--- src/rtl/core101_pkg.sv ---
// Shared constants and helpers for the pipe_chain block: default payload width,
// maximum stage count, performance-counter width and a saturating increment.
package core101_pkg;

  localparam int DEFAULT_DATA_WIDTH = 32;
  localparam int MAX_NUM_STAGES     = 16;
  localparam int CNT_WIDTH          = 32;

  typedef logic [CNT_WIDTH-1:0] cnt_t;

  function automatic cnt_t sat_inc(input cnt_t value);
    if (value == {CNT_WIDTH{1'b1}}) begin
      sat_inc = value;
    end else begin
      sat_inc = value + cnt_t'(1);
    end
  endfunction

endpackage

--- src/rtl/pipe_chain_if.sv ---
// Handshake, flush and debug/performance bundle between a producer/consumer
// (master) and the pipe_chain datapath (slave).
interface pipe_chain_if
  import core101_pkg::*;
#(
  parameter int DATA_WIDTH = DEFAULT_DATA_WIDTH,
  parameter int NUM_STAGES = 4
);

  logic                  in_valid_in;
  logic                  in_ready_out;
  logic [DATA_WIDTH-1:0] in_data_in;
  logic                  out_valid_out;
  logic                  out_ready_in;
  logic [DATA_WIDTH-1:0] out_data_out;
  logic [NUM_STAGES-1:0] flush_in;
  logic [NUM_STAGES-1:0] stage_valid_out;
  cnt_t                  stall_count_out;
  cnt_t                  bubble_count_out;

  modport master (
    output in_valid_in, in_data_in, out_ready_in, flush_in,
    input  in_ready_out, out_valid_out, out_data_out, stage_valid_out,
           stall_count_out, bubble_count_out
  );

  modport slave (
    input  in_valid_in, in_data_in, out_ready_in, flush_in,
    output in_ready_out, out_valid_out, out_data_out, stage_valid_out,
           stall_count_out, bubble_count_out
  );

endinterface

--- src/rtl/pipe_chain_stage.sv ---
// pipe_stage: one valid+data register of the chain. Flush clears only the
// valid bit and wins over load; data follows load alone.
module pipe_stage
  import core101_pkg::*;
#(
  parameter int DATA_WIDTH = DEFAULT_DATA_WIDTH
) (
  input  logic                  i_clk,
  input  logic                  i_rst,
  input  logic                  i_load,
  input  logic                  i_flush,
  input  logic                  i_valid,
  input  logic [DATA_WIDTH-1:0] i_data,
  output logic                  o_valid,
  output logic [DATA_WIDTH-1:0] o_data
);

  logic                  r_valid;
  logic [DATA_WIDTH-1:0] r_data;

  // Stage register: reset, then flush/load/hold for valid, load/hold for data.
  always_ff @(posedge i_clk) begin
    if (i_rst) begin
      r_valid <= 1'b0;
      r_data  <= {DATA_WIDTH{1'b0}};
    end else begin
      if (i_flush) begin
        r_valid <= 1'b0;
      end else if (i_load) begin
        r_valid <= i_valid;
      end else begin
        r_valid <= r_valid;
      end
      if (i_load) begin
        r_data <= i_data;
      end else begin
        r_data <= r_data;
      end
    end
  end

  assign o_valid = r_valid;
  assign o_data  = r_data;

endmodule

--- src/rtl/pipe_chain.sv ---
// pipe_chain: NUM_STAGES-deep valid/ready register chain with bubble collapse,
// per-stage flush, and optional stall/bubble counters (PIPE_CHAIN_PERF_EN).
module pipe_chain
  import core101_pkg::*;
#(
  parameter int DATA_WIDTH = DEFAULT_DATA_WIDTH,
  parameter int NUM_STAGES = 4
) (
  input  logic          clock_in,
  input  logic          reset_in,
  pipe_chain_if.slave   bus
);

  logic [NUM_STAGES:0]                   w_ready;
  logic [NUM_STAGES-1:0]                 w_valid;
  logic [NUM_STAGES-1:0][DATA_WIDTH-1:0] w_data;
  logic [NUM_STAGES-1:0]                 w_up_valid;
  logic [NUM_STAGES-1:0][DATA_WIDTH-1:0] w_up_data;

  if ((NUM_STAGES < 1) || (NUM_STAGES > MAX_NUM_STAGES)) begin : g_bad_cfg
    $error("pipe_chain: NUM_STAGES out of range");
  end

  // Ready ripples from the consumer back to stage 0; flush is deliberately absent.
  always_comb begin
    w_ready = {(NUM_STAGES+1){1'b0}};
    w_ready[NUM_STAGES] = bus.out_ready_in;
    for (int i = NUM_STAGES - 1; i >= 0; i--) begin
      w_ready[i] = !w_valid[i] || w_ready[i+1];
    end
  end

  for (genvar gi = 0; gi < NUM_STAGES; gi++) begin : g_stage
    if (gi == 0) begin : g_head
      assign w_up_valid[gi] = bus.in_valid_in;
      assign w_up_data[gi]  = bus.in_data_in;
    end else begin : g_body
      assign w_up_valid[gi] = w_valid[gi-1];
      assign w_up_data[gi]  = w_data[gi-1];
    end

    pipe_stage #(
      .DATA_WIDTH (DATA_WIDTH)
    ) u_stage (
      .i_clk   (clock_in),
      .i_rst   (reset_in),
      .i_load  (w_ready[gi]),
      .i_flush (bus.flush_in[gi]),
      .i_valid (w_up_valid[gi]),
      .i_data  (w_up_data[gi]),
      .o_valid (w_valid[gi]),
      .o_data  (w_data[gi])
    );
  end

  assign bus.in_ready_out    = w_ready[0];
  assign bus.out_valid_out   = w_valid[NUM_STAGES-1];
  assign bus.out_data_out    = w_data[NUM_STAGES-1];
  assign bus.stage_valid_out = w_valid;

`ifdef PIPE_CHAIN_PERF_EN
  cnt_t r_stall_count;
  cnt_t r_bubble_count;

  // Saturating stall/bubble counters observed at the chain output.
  always_ff @(posedge clock_in) begin
    if (reset_in) begin
      r_stall_count  <= {CNT_WIDTH{1'b0}};
      r_bubble_count <= {CNT_WIDTH{1'b0}};
    end else begin
      if (w_valid[NUM_STAGES-1] && !bus.out_ready_in) begin
        r_stall_count <= sat_inc(r_stall_count);
      end else begin
        r_stall_count <= r_stall_count;
      end
      if (!w_valid[NUM_STAGES-1]) begin
        r_bubble_count <= sat_inc(r_bubble_count);
      end else begin
        r_bubble_count <= r_bubble_count;
      end
    end
  end

  assign bus.stall_count_out  = r_stall_count;
  assign bus.bubble_count_out = r_bubble_count;
`else
  assign bus.stall_count_out  = {CNT_WIDTH{1'b0}};
  assign bus.bubble_count_out = {CNT_WIDTH{1'b0}};
`endif

endmodule

--- src/flat_wrapper.sv ---
// flat-port wrapper written by rule: the top's interface ports become plain ports
module pipe_chain_flat import core101_pkg::*;
#(
  parameter int DATA_WIDTH = DEFAULT_DATA_WIDTH,
  parameter int NUM_STAGES = 4
)
  (clock_in, reset_in, bus_in_valid_in, bus_in_data_in, bus_out_ready_in, bus_flush_in, bus_in_ready_out, bus_out_valid_out, bus_out_data_out, bus_stage_valid_out, bus_stall_count_out, bus_bubble_count_out);
  pipe_chain_if #(.DATA_WIDTH(DATA_WIDTH), .NUM_STAGES(NUM_STAGES)) bus_i ();
  input  logic clock_in;
  input  logic reset_in;
  input wire logic [$bits(bus_i.in_valid_in)-1:0] bus_in_valid_in;
  input wire logic [$bits(bus_i.in_data_in)-1:0] bus_in_data_in;
  input wire logic [$bits(bus_i.out_ready_in)-1:0] bus_out_ready_in;
  input wire logic [$bits(bus_i.flush_in)-1:0] bus_flush_in;
  output wire logic [$bits(bus_i.in_ready_out)-1:0] bus_in_ready_out;
  output wire logic [$bits(bus_i.out_valid_out)-1:0] bus_out_valid_out;
  output wire logic [$bits(bus_i.out_data_out)-1:0] bus_out_data_out;
  output wire logic [$bits(bus_i.stage_valid_out)-1:0] bus_stage_valid_out;
  output wire logic [$bits(bus_i.stall_count_out)-1:0] bus_stall_count_out;
  output wire logic [$bits(bus_i.bubble_count_out)-1:0] bus_bubble_count_out;
  assign bus_i.in_valid_in = bus_in_valid_in;
  assign bus_i.in_data_in = bus_in_data_in;
  assign bus_i.out_ready_in = bus_out_ready_in;
  assign bus_i.flush_in = bus_flush_in;
  assign bus_in_ready_out = bus_i.in_ready_out;
  assign bus_out_valid_out = bus_i.out_valid_out;
  assign bus_out_data_out = bus_i.out_data_out;
  assign bus_stage_valid_out = bus_i.stage_valid_out;
  assign bus_stall_count_out = bus_i.stall_count_out;
  assign bus_bubble_count_out = bus_i.bubble_count_out;
  pipe_chain #(.DATA_WIDTH(DATA_WIDTH), .NUM_STAGES(NUM_STAGES)) u_core (.clock_in(clock_in), .reset_in(reset_in), .bus(bus_i));
endmodule
--- config.mk ---
export PLATFORM = sky130hd
export DESIGN_NAME = pipe_chain_flat
export DESIGN_NICKNAME = d
export VERILOG_FILES = /design/src/rtl/core101_pkg.sv /design/src/rtl/pipe_chain_if.sv /design/src/rtl/pipe_chain_stage.sv /design/src/rtl/pipe_chain.sv /design/src/flat_wrapper.sv
export SDC_FILE = /design/constraint.sdc
export NUM_CORES = 1
export LEC_CHECK = 0
export BUFFER_PORTS_ARGS = -buffer_cell sky130_fd_sc_hd__buf_4
export CAP_MARGIN = 0
export CELL_PAD_IN_SITES_DETAIL_PLACEMENT = 1
export CELL_PAD_IN_SITES_GLOBAL_PLACEMENT = 1
export CORE_ASPECT_RATIO = 0.6
export CORE_MARGIN = 10
export CORE_UTILIZATION = 35
export CTS_CLUSTER_DIAMETER = 60
export DETAILED_ROUTE_END_ITERATION = 7
export PLACE_DENSITY = 0.73
export SLEW_MARGIN = 20
export SYNTH_ARGS = -nofsm -noshare
export SYNTH_HDL_FRONTEND = slang
export SYNTH_SLANG_ARGS = --single-unit
--- constraint.sdc ---
create_clock -name clock_in -period 1.9 [get_ports clock_in]
set_clock_uncertainty 0.05 [all_clocks]
set_input_delay 0.095 -clock clock_in [delete_from_list [all_inputs] [get_ports clock_in]]
set_output_delay 0.095 -clock clock_in [all_outputs]
set_load 0.01 [all_outputs]
==> reports/qor_table.md <==
| Quantity | This run |
| --- | --- |
| Core footprint | 0.0148 mm² |
| Synthesized-area fraction occupied by ao, oa, aoi and oai cells | 9.07% |
| Reg-to-reg endpoint | u_core.g_stage[0].u_stage.o_valid$_SDFFE_PP0P_ |
| Simple logic cell fraction of the synthesized area | 22.5% |
| Worst-skew pair later-pin latency | 0.41 ns |
| Reg-to-Reg Start | u_core.g_stage[2].u_stage.o_valid$_SDFFE_PP0P_ |
| Clock tree buffer depth | 2 |
| Number of endpoints with negative hold slack in the final report | 0 |
| Number of buffers added for setup after CTS | 0 |
| Average instance area after synthesis | 8.36 µm² |
| Xor and xnor area share after synthesis | 0% |
| Max-capacitance violation count | 0 |
| Share of final-layout standard cells stronger than drive strength 1 | 16.1% |
| Number of warnings reported in the yosys synthesis log | 0 |
| Total clock sinks | 132 |
| DRC | 0 |
| Type of the worst setup path | in2out |
| Clock slew at reported path FFs | 0.05 ns |
| Result of the run | finished clean |
| Origin of the worst setup path | bus_out_ready_in |
| Area of the mapped netlist | 0.00538 mm² |
| HPWL after detailed placement | 10.1 mm |
| Detailed-route wire length | 14.8 mm |
| Sum of negative setup slack | 0 ns |
| Commonest non-fill, non-tap cells in the layout | sky130_fd_sc_hd__nand2_1, sky130_fd_sc_hd__dfxtp_1, sky130_fd_sc_hd__a21oi_1, sky130_fd_sc_hd__buf_4, sky130_fd_sc_hd__nand2b_1 |
| Post-Syn Instances | 644 |
| Number of nets with antenna violations after detailed routing | 0 |
| I/O Buffers | 77 |
| Main combinational cell family by area after synthesis | simple AND/OR/NAND/NOR gates |
| Number of filler cells placed in the layout | 1738 |
| Number of library cell types mapped by synthesis | 21 |
| Pwr Density | 1020 mW/mm² |
| Vias | 4259 |
| Count of pins over their slew limit | 0 |
| Initial antenna violation count | 0 |
| Fin crit period | 1.81 ns |
| Setup repair after global routing missed its margin | no |
| Most common cell after layout, fill and taps aside | sky130_fd_sc_hd__nand2_1 |
| Hold Path Depth | 3 |
| CP dominant cell by count | sky130_fd_sc_hd__buf_4 |
| Final setup violation count | 0 |
| Cell breakdown of the critical path | dlygate4sd3_1, buf_4, and3b_1, and3_4, buf_8, inv_1, buf_4 |
| Die Y-Extent | 116 µm |
| Nature of the critical path startpoint | primary input |
| Fin nets | 780 |
| Row Count | 34 |
| Routed WL per cell | 15.6 µm |
| Worst Hold Margin | 0.0211 ns |
| Min-delay worst type | in2reg |
| Detailed Route Iter0 Violations | 195 |
| Maximum operating frequency | 0.553 GHz |
| Static leakage | 2.73 nW |
| Highest-delay cell along the critical path | sky130_fd_sc_hd__dlygate4sd3_1 |
| Growth of design area from synthesis to finish | 28.5% |
| Final cycle utilization of the critical path | 95.2% |
| Worst IR drop on VDD | 0.000489 V |
| Startpoint of the worst hold path | bus_in_data_in[25] |
| Starting density of the core | 36.5% |
| Multiplexer fraction of the synthesized cell area | 5.95% |
| Clock root buffer master | sky130_fd_sc_hd__clkbuf_16 |
| Horiz. Die Dim | 180 µm |
| Count of cells along the worst register-to-register path | 5 |
| Share of synthesized area occupied by flip-flops and latches | 49.1% |
| First-pass GRT wire length | 23.9 mm |
| Data arrival time at the worst-slack endpoint | 1.66 ns |
| Leftover overflow at the end of global routing | 0 |
| Number of buffers created by CTS | 17 |
| DIE AREA | 0.0209 mm² |
| Count of antenna diodes in the layout | 0 |
| Peak per-stage delay on the critical path | 0.55 ns |
| Register-to-Register Setup Slack | 0.09 ns |
| Crit. End Element | primary output |
| Maximum fanout count along the critical path | 17 |
| Number of global-route vias before repair | 4590 |
| Post-synthesis share of cell area spent on full adders, half adders and majority gates | 0% |
| Level count of the clock H-tree | 4 |
| Count of TritonRoute iterations in the first routing pass | 4 |
| All-layer global routing usage | 14.1% |
| Required time of the worst setup path | 1.75 ns |
| Endpoint of the worst hold-timing path | u_core.g_stage[0].u_stage.o_data[25]$_SDFFE_PP0P_ |
| Maximum number of pins on one net before global-route repair | 70 |
| GPL Wtd Cong | 0.738 |
| Flip-flop and latch count after synthesis | 132 |
| Detail-routed via count per cell | 4.48 |
| CTS tree | built |
| Total power after layout | 0.00707 W |
| Number of I/O pins | 142 |
[state kept, by name, indices dropped and copies added (netlist names)]
| name | flops |
|---|---|
| u_core.g_stage.u_stage.o_data | 128 |
| u_core.g_stage.u_stage.o_valid | 4 |
[power by group]
part	switching (W)	total (W)	internal, W
Clock	0.00124	0.00372	0.00249
Sequential	0.0000540	0.00292	0.00286
Combinational	0.000222	0.000423	0.000200
[worst max-delay path by stage]
stage                                                   endpoint  slack, ns  depth (start not counted)
3_3_place_gp                                    bus_in_ready_out       0.45                          5
3_5_place_dp    u_core.g_stage[0].u_stage.o_data[5]$_SDFFE_PP0P_       0.32                          4
4_1_cts                                         bus_in_ready_out       0.05                          5
5_1_grt                                         bus_in_ready_out      0.003                          5
2_1_floorplan  u_core.g_stage[0].u_stage.o_data[10]$_SDFFE_PP0P_       0.41                          6
6_report                                        bus_in_ready_out       0.09                          7
[critical path, delay by kind of cell]
kind | cells | cell delay, ns
buffers and inverters | 5 | 1.11
and+or+nand+nor | 2 | 0.44
[kinds of logic after synthesis]
logic type             after synthesis
flip-flops                         132
buffers and inverters              112
other                                1
multiplexers                        32
AND/OR/NAND/NOR                    270
AO/OA/AOI/OAI                       97
[cell usage after synthesis]
master,count,area (µm²)
sky130_fd_sc_hd__a21oi_1,96,480
sky130_fd_sc_hd__and3_4,1,11.3
sky130_fd_sc_hd__and3b_1,1,8.76
sky130_fd_sc_hd__and4b_1,1,10.0
sky130_fd_sc_hd__buf_1,2,7.51
sky130_fd_sc_hd__buf_2,4,20.0
sky130_fd_sc_hd__buf_4,68,510
sky130_fd_sc_hd__buf_6,5,56.3
sky130_fd_sc_hd__clkbuf_1,32,120
sky130_fd_sc_hd__conb_1,1,3.75
sky130_fd_sc_hd__dfxtp_1,132,2640
sky130_fd_sc_hd__inv_1,1,3.75
sky130_fd_sc_hd__mux2i_1,32,320
sky130_fd_sc_hd__nand2_1,192,721
sky130_fd_sc_hd__nand2b_1,65,407
sky130_fd_sc_hd__nand3b_1,1,7.51
sky130_fd_sc_hd__nand4b_1,1,8.76
sky130_fd_sc_hd__nor2_1,4,15.0
sky130_fd_sc_hd__nor2b_1,1,6.26
sky130_fd_sc_hd__nor3_1,3,15.0
sky130_fd_sc_hd__o21a_1,1,7.51
[per-stage QoR]
step | std cells | util (%) | setup WS [ns] | area, µm²
after global placement | 881 | 39.7 | 0.447 | 5860
after detailed placement | 881 | 39.7 | 0.320 | 5860
after global routing | 950 | 46.9 | 0.00343 | 6920
after floorplan | 707 | - | 0.414 | 5620
after CTS | 950 | 46.8 | 0.0513 | 6910
final | 950 | 46.9 | 0.0908 | 6920
[layout make-up]
type | instances | area [µm²] | share of cell area, %
inverter | 1 | 3.75 | 0.0543
tap | 198 | 248 | 3.58
sequential | 132 | 2640 | 38.2
multi-input combinational | 463 | 2260 | 32.7
clock buffer | 18 | 439 | 6.35
clock inverter | 13 | 231 | 3.35
timing repair buffer | 125 | 1090 | 15.8
[what timing repair did]
item                                    in CTS  in global routing
hold buffers                                38                  0
gates resized for setup                      2                  1
pin swaps                                    0                  0
endpoints found under the setup margin       1                  1
endpoints found under the hold margin       38                  0
[routing by layer]
metal | GRT usage (%) | vias up | routed length (µm)
li1 | - | 2108 | -
met3 | 4.89 | 9 | 841
met4 | 3.10 | 0 | 91
met1 | 16.8 | 2052 | 6720
met2 | 24.2 | 90 | 7190
met5 | 0 | - | 0
Note: power is estimated with default switching activity, not from simulation.
